<file path="src/rtl/reg_scoreboard_if.sv">
// -----------------------------------------------------------------------------
// reg_scoreboard_if
//
// Bundles the decode (issue) and writeback traffic of the register-busy
// scoreboard together with its status outputs.
//
//   master : pipeline side (drives issue_* / wb_*, observes status)
//   slave  : scoreboard side (observes issue_* / wb_*, drives status)
//
// Signals
//   issue_valid  decode presents an instruction
//   issue_rd     destination register of the issuing instruction
//   issue_rs1    source register 1
//   issue_rs2    source register 2
//   wb_valid     writeback completing this cycle
//   wb_rd        register being written back
//   stall        combinational; issue must be held
//   busy_vec     registered busy mask, bit i = register i pending
//   busy_count   registered population count of busy_vec
//   err_wb_idle  sticky; writeback hit a register that was not busy
// -----------------------------------------------------------------------------
interface reg_scoreboard_if #(
    parameter int ADDR_W = 5
);
    localparam int NREG = 1 << ADDR_W;

    logic              issue_valid;
    logic [ADDR_W-1:0] issue_rd;
    logic [ADDR_W-1:0] issue_rs1;
    logic [ADDR_W-1:0] issue_rs2;
    logic              wb_valid;
    logic [ADDR_W-1:0] wb_rd;
    logic              stall;
    logic [NREG-1:0]   busy_vec;
    logic [ADDR_W:0]   busy_count;
    logic              err_wb_idle;

    modport master (
        output issue_valid, issue_rd, issue_rs1, issue_rs2, wb_valid, wb_rd,
        input  stall, busy_vec, busy_count, err_wb_idle
    );

    modport slave (
        input  issue_valid, issue_rd, issue_rs1, issue_rs2, wb_valid, wb_rd,
        output stall, busy_vec, busy_count, err_wb_idle
    );
endinterface

</file>
<file path="src/rtl/reg_scoreboard.sv">
// -----------------------------------------------------------------------------
// reg_scoreboard
//
// Register-busy scoreboard for the pipelined datapath. An accepted issue marks
// its destination register busy; the matching writeback frees it. Both source
// registers and the destination of the issuing instruction are compared
// against the busy mask to produce a combinational stall.
//
// Parameters
//   ADDR_W     register address width, NREG = 2**ADDR_W tracked registers
//   ZERO_REG   hardwired zero register, never busy and never stalls
//              (set to NREG to disable)
//   WB_BYPASS  1 = a writeback in the current cycle already un-busies its
//              register for stall evaluation
//
// Ports
//   clk      rising-edge clock
//   reset_n  asynchronous active-low reset
//   sb       reg_scoreboard_if.slave (issue / writeback / status)
// -----------------------------------------------------------------------------
module reg_scoreboard #(
    parameter int ADDR_W    = 5,
    parameter int ZERO_REG  = 31,
    parameter bit WB_BYPASS = 1'b0
) (
    input  logic            clk,
    input  logic            reset_n,
    reg_scoreboard_if.slave sb
);
    localparam int NREG = 1 << ADDR_W;
    localparam int CW   = ADDR_W + 1;

    // One-hot decode of a register address; generic in ADDR_W.
    function automatic logic [NREG-1:0] onehot(input logic [ADDR_W-1:0] a);
        logic [NREG-1:0] v;
        v    = '0;
        v[a] = 1'b1;
        return v;
    endfunction

    // True when the address names the hardwired zero register. With
    // ZERO_REG >= NREG no address can match, which disables the feature.
    function automatic logic is_zero(input logic [ADDR_W-1:0] a);
        return (ZERO_REG < NREG) && (int'(a) == ZERO_REG);
    endfunction

    // Architectural state.
    logic [NREG-1:0] busy_q, busy_d;
    logic [CW-1:0]   count_q, count_d;
    logic            err_q, err_d;

    // Combinational helpers.
    logic [NREG-1:0] eb;        // effective busy seen by the stall compare
    logic            hit_rs1, hit_rs2, hit_rd;
    logic            stall;
    logic            accept;
    logic [NREG-1:0] set_oh;    // bit being marked busy this cycle
    logic [NREG-1:0] wb_oh;     // bit addressed by a non-zero writeback
    logic [NREG-1:0] clr_oh;    // writeback bits that really were busy
    logic            inc, dec;

    // -------------------------------------------------------------------------
    // Stall evaluation
    // -------------------------------------------------------------------------
    always_comb begin
        // NOTE: every signal assigned in an always_comb gets a default on
        // entry so no path leaves it unassigned, which would infer a latch.
        eb = busy_q;
        // With bypass, the register being written back this cycle is
        // already considered free, so its consumer can issue right now.
        if (WB_BYPASS && sb.wb_valid) begin
            eb[sb.wb_rd] = 1'b0;
        end

        hit_rs1 = eb[sb.issue_rs1] & ~is_zero(sb.issue_rs1);
        hit_rs2 = eb[sb.issue_rs2] & ~is_zero(sb.issue_rs2);
        hit_rd  = eb[sb.issue_rd]  & ~is_zero(sb.issue_rd);

        stall  = sb.issue_valid & (hit_rs1 | hit_rs2 | hit_rd);
        accept = sb.issue_valid & ~stall;
    end

    // -------------------------------------------------------------------------
    // Next-state for busy mask, count and sticky error
    // -------------------------------------------------------------------------
    always_comb begin
        set_oh = '0;
        wb_oh  = '0;
        if (accept && !is_zero(sb.issue_rd)) begin
            set_oh = onehot(sb.issue_rd);
        end
        if (sb.wb_valid && !is_zero(sb.wb_rd)) begin
            wb_oh = onehot(sb.wb_rd);
        end

        clr_oh = wb_oh & busy_q;

        // Set wins over clear: a same-cycle set+clear of one register (only
        // reachable with bypass) leaves the bit busy and the count unchanged.
        busy_d = (busy_q & ~clr_oh) | set_oh;

        inc = |(set_oh & ~busy_q);
        dec = |(clr_oh & ~set_oh);
        count_d = count_q + {{(CW-1){1'b0}}, inc} - {{(CW-1){1'b0}}, dec};

        // A writeback to a free register is a pipeline bookkeeping error;
        // the mask is left alone and the flag sticks until reset.
        err_d = err_q | (|(wb_oh & ~busy_q));
    end

    // -------------------------------------------------------------------------
    // State registers
    // -------------------------------------------------------------------------
    // NOTE: the busy mask is ordinary flip-flops, not a RAM, so it is cleared
    // by reset; that reset is what discards in-flight work on a flush.
    always_ff @(posedge clk or negedge reset_n) begin
        if (!reset_n) begin
            busy_q  <= '0;
            count_q <= '0;
            err_q   <= 1'b0;
        end else begin
            // NOTE: sequential state uses non-blocking assignment so every
            // register samples pre-edge values, independent of statement order.
            busy_q  <= busy_d;
            count_q <= count_d;
            err_q   <= err_d;
        end
    end

    // -------------------------------------------------------------------------
    // Outputs
    // -------------------------------------------------------------------------
    assign sb.stall       = stall;
    assign sb.busy_vec    = busy_q;
    assign sb.busy_count  = count_q;
    assign sb.err_wb_idle = err_q;

endmodule

</file>
<file path="src/flat_wrapper.sv">
// flat-port wrapper written by rule: the top's interface ports become plain ports
module reg_scoreboard_flat 
#(
    parameter int ADDR_W    = 5,
    parameter int ZERO_REG  = 31,
    parameter bit WB_BYPASS = 1'b0
)
  (clk, reset_n, sb_issue_valid, sb_issue_rd, sb_issue_rs1, sb_issue_rs2, sb_wb_valid, sb_wb_rd, sb_stall, sb_busy_vec, sb_busy_count, sb_err_wb_idle);
  reg_scoreboard_if #(.ADDR_W(ADDR_W)) sb_i ();
  input  logic clk;
  input  logic reset_n;
  input wire logic [$bits(sb_i.issue_valid)-1:0] sb_issue_valid;
  input wire logic [$bits(sb_i.issue_rd)-1:0] sb_issue_rd;
  input wire logic [$bits(sb_i.issue_rs1)-1:0] sb_issue_rs1;
  input wire logic [$bits(sb_i.issue_rs2)-1:0] sb_issue_rs2;
  input wire logic [$bits(sb_i.wb_valid)-1:0] sb_wb_valid;
  input wire logic [$bits(sb_i.wb_rd)-1:0] sb_wb_rd;
  output wire logic [$bits(sb_i.stall)-1:0] sb_stall;
  output wire logic [$bits(sb_i.busy_vec)-1:0] sb_busy_vec;
  output wire logic [$bits(sb_i.busy_count)-1:0] sb_busy_count;
  output wire logic [$bits(sb_i.err_wb_idle)-1:0] sb_err_wb_idle;
  assign sb_i.issue_valid = sb_issue_valid;
  assign sb_i.issue_rd = sb_issue_rd;
  assign sb_i.issue_rs1 = sb_issue_rs1;
  assign sb_i.issue_rs2 = sb_issue_rs2;
  assign sb_i.wb_valid = sb_wb_valid;
  assign sb_i.wb_rd = sb_wb_rd;
  assign sb_stall = sb_i.stall;
  assign sb_busy_vec = sb_i.busy_vec;
  assign sb_busy_count = sb_i.busy_count;
  assign sb_err_wb_idle = sb_i.err_wb_idle;
  reg_scoreboard #(.ADDR_W(ADDR_W), .ZERO_REG(ZERO_REG), .WB_BYPASS(WB_BYPASS)) u_core (.clk(clk), .reset_n(reset_n), .sb(sb_i));
endmodule
</file>
<file path="config.mk">
export PLATFORM = sky130hd
export DESIGN_NAME = reg_scoreboard_flat
export DESIGN_NICKNAME = d
export VERILOG_FILES = /design/src/rtl/reg_scoreboard_if.sv /design/src/rtl/reg_scoreboard.sv /design/src/flat_wrapper.sv
export SDC_FILE = /design/constraint.sdc
export NUM_CORES = 1
export LEC_CHECK = 0
export CAP_MARGIN = 20
export CORE_AREA = 2 2 95 97
export CTS_CLUSTER_SIZE = 25
export DETAILED_ROUTE_END_ITERATION = 8
export DIE_AREA = 0 0 97 99
export DONT_BUFFER_PORTS = 1
export PLACE_DENSITY = 0.56
export SLEW_MARGIN = 25
export SYNTH_ARGS = -nofsm -noshare
export SYNTH_HDL_FRONTEND = slang
export SYNTH_SLANG_ARGS = --single-unit
</file>
<file path="constraint.sdc">
create_clock -name clk -period 4.2 [get_ports clk]
set_input_delay 0.84 -clock clk [delete_from_list [all_inputs] [get_ports clk]]
set_output_delay 0.84 -clock clk [all_outputs]
set_load 0.01 [all_outputs]
</file>
==> impl_metrics.json <==
{
  "status": "completed",
  "grt_pass1_wl_mm": 19.0,
  "grtUsageTotal_pct": 25.8,
  "fill_cells": 839,
  "wire_per_inst_um": 27.1,
  "hold_class": "in2async",
  "syn_nets": 389,
  "cp_max_fo": 7,
  "cts.sinks": 39,
  "path_class": "reg2out",
  "clkLatencyLatePin_ps": 310,
  "path_clk_slew_ps": 90,
  "pwr-share-clk_pct": 15.4,
  "ios": 64,
  "dieArea_um2": 9600,
  "tns_ps": 0,
  "post-dp-hpwl_mm": 9.04,
  "power_frac_comb_pct": 45.4,
  "grt_pass1_vias": 3059,
  "routed_wl_mm": 12.5,
  "syn_to_final_growth_pct": 7.06,
  "synth_cell_types": 52,
  "mostFrequentLayoutCell": "dfrtp_1",
  "seq_power_share_pct": 39.3,
  "rows": 34,
  "total_power_mw": 2.11,
  "crit_path_end_kind": "primary output",
  "synth-edff-count": 0,
  "peakVddDrop_mv": 0.270,
  "rsz0062_at_grt": "false",
  "yosysWarnings": 0,
  "synthesis.area_um2": 3370,
  "start_util_pct": 39.4,
  "synth_seq_cells": 39,
  "finClkSkew_ps": 15.1,
  "cts.path.max_buffers": 2,
  "drt-initial-drc-count": 445,
  "fmax_mhz": 289,
  "power.internal_mw": 1.13,
  "clock-root-buffer": "clkbuf_8",
  "dr.pass1.iters": 5,
  "mostFrequentLayoutCells": "dfrtp_1, o21ai_0, mux2i_1",
  "grt_max_degree": 40,
  "maxSlewHeadroom_pct": 55.2,
  "cts_setup_buffers": 0,
  "grt_overflow": 0,
  "synthArstFlopShare_pct": 100,
  "antennaDiodeCount": 0,
  "numCtsBuffers": 5,
  "p_sw_mw": 0.982,
  "final_layout_size_suffix_gt1_share_pct": 16.1,
  "antenna_found_initial": 0,
  "cts_max_level": 2,
  "fin_hold_ws_ps": 217,
  "power_density_nw_per_um2": 587,
  "tightestPinTransition_ps": 670,
  "dr_total_vias": 3255,
  "cp_data_arrival_time_ps": 2620,
  "p_leak_nw": 1.44,
  "ys_seq_area_share_pct": 29.0,
  "nNetsFinal": 383,
  "ys.flop_type": "dfrtp_1",
  "cp_data_required_time_ps": 3360,
  "finalHoldViolCount": 0,
  "route.detailed.drc": 0,
  "drv_cap": 0,
  "viasPerCell": 7.06,
  "ctsHoldBuffers": 0,
  "syn_area_per_cell_um2": 9.40,
  "critPathLaunchType": "flop",
  "finalCriticalPeriod_ps": 3460,
  "setup_violations": 0,
  "core_um2": 8550,
  "postRouteAntennaNets": 0,
  "cts_resized": 0,
  "period_share_pct": 82.3,
  "globalplace.congestion": 1.02,
  "switching_share_pct": 46.4,
  "dieWidth_um": 97,
  "die_y_um": 99,
  "cts_tree": "yes",
  "port_buffers": 0,
  "syn_inst": 358,
  "slew_viol_final": 0
}
worst paths after layout:
check	depth (start not counted)	slack, ps	start	endpoint
max in group asynchronous	0	3890	reset_n	u_core.sb.busy_vec[12]$_DFF_PN0_
hold reg to reg	0	500	u_core.sb.busy_vec[31]$_DFF_PN0_	u_core.sb.busy_vec[31]$_DFF_PN0_
min in group clk	0	500	u_core.sb.busy_vec[31]$_DFF_PN0_	u_core.sb.busy_vec[31]$_DFF_PN0_
setup / recovery	5	740	u_core.sb.busy_vec[21]$_DFF_PN0_	sb_stall
hold / removal	0	220	reset_n	u_core.sb.busy_count[3]$_DFF_PN0_
setup reg to reg	15	760	u_core.sb.busy_vec[30]$_DFF_PN0_	u_core.sb.busy_count[4]$_DFF_PN0_
per-stage QoR:
step                utilization, %  cell area (um^2)  instances  setup WS, ps
floorplan                        -              3370        358           392
global placement              40.8              3490        453           511
detailed placement            40.8              3490        453           482
CTS                           42.2              3600        461           780
global route                  42.2              3600        461           552
finish                        42.2              3600        461           742
power groups by stage:
stage               clock, mW  sequential [mW]  combinational [mW]
floorplan                   0            0.741               0.692
global placement            0            0.832               0.942
detailed placement          0            0.832               0.943
CTS                     0.334            0.823               0.951
global route            0.349            0.847                1.04
finish                  0.325            0.830               0.959
state kept, by name (all words and copies together), names as in the netlist:
register,flops
u_core.sb.busy_vec,32
u_core.sb.busy_count,6
u_core.sb.err_wb_idle,1
cells in the mapped netlist (3+ instances only):
cell | count | area (um^2)
mux2i_1 | 27 | 270
ha_1 | 6 | 75.1
clkbuf_1 | 18 | 67.6
or3b_2 | 6 | 52.6
buf_6 | 4 | 45.0
o221ai_1 | 3 | 26.3
nor2_1 | 16 | 60.1
nand3_1 | 15 | 75.1
nand3b_1 | 12 | 90.1
nor3_1 | 9 | 45.0
o22ai_1 | 13 | 81.3
o21ai_0 | 37 | 185
inv_1 | 19 | 71.3
buf_1 | 6 | 22.5
o211ai_1 | 3 | 22.5
mux4_2 | 13 | 293
o41ai_2 | 7 | 114
buf_2 | 5 | 25.0
a21oi_1 | 7 | 35.0
dfrtp_1 | 39 | 976
a311oi_1 | 3 | 26.3
a32oi_1 | 4 | 35.0
xnor2_1 | 5 | 43.8
nand2_1 | 16 | 60.1
o41ai_1 | 24 | 210
or3_1 | 4 | 25.0
per-layer routing:
layer	GRT usage (%)	vias up	part of all wire [%]
li1	-	1404	-
met1	33.7	1599	40
met2	41.9	214	47
met3	6.95	38	11
met4	8.78	0	2.8
met5	0	-	0
final cells by class:
class                   count  area (um^2)  share of cell area, %
repair buffers             20          150                   4.17
clock inverters             3         43.8                   1.21
well taps                 108          135                   3.75
clock buffers               5         68.8                   1.91
multi-input cells         266         2160                   59.8
flip-flops and latches     39          976                   27.1
inverters                  20         75.1                   2.08
logic make-up after synthesis:
kind of cell	share of synthesized area [%]
XOR/XNOR	1.30
AO/OA/AOI/OAI	26.5
adder cells (fa/ha/maj)	2.82
AND/OR/NAND/NOR	14.5
multiplexers	19.0
buffers and inverters	6.99
flip-flops	29.0
worst max-delay path, cell delays in order (launching register included):
cell and delay, ps:
dfrtp_1 530, mux4_1 550, o2111ai_1 250, o2111ai_1 180, nor4_1 490, a21boi_0 320
No activity file was read; power rests on OpenSTA's default activity.
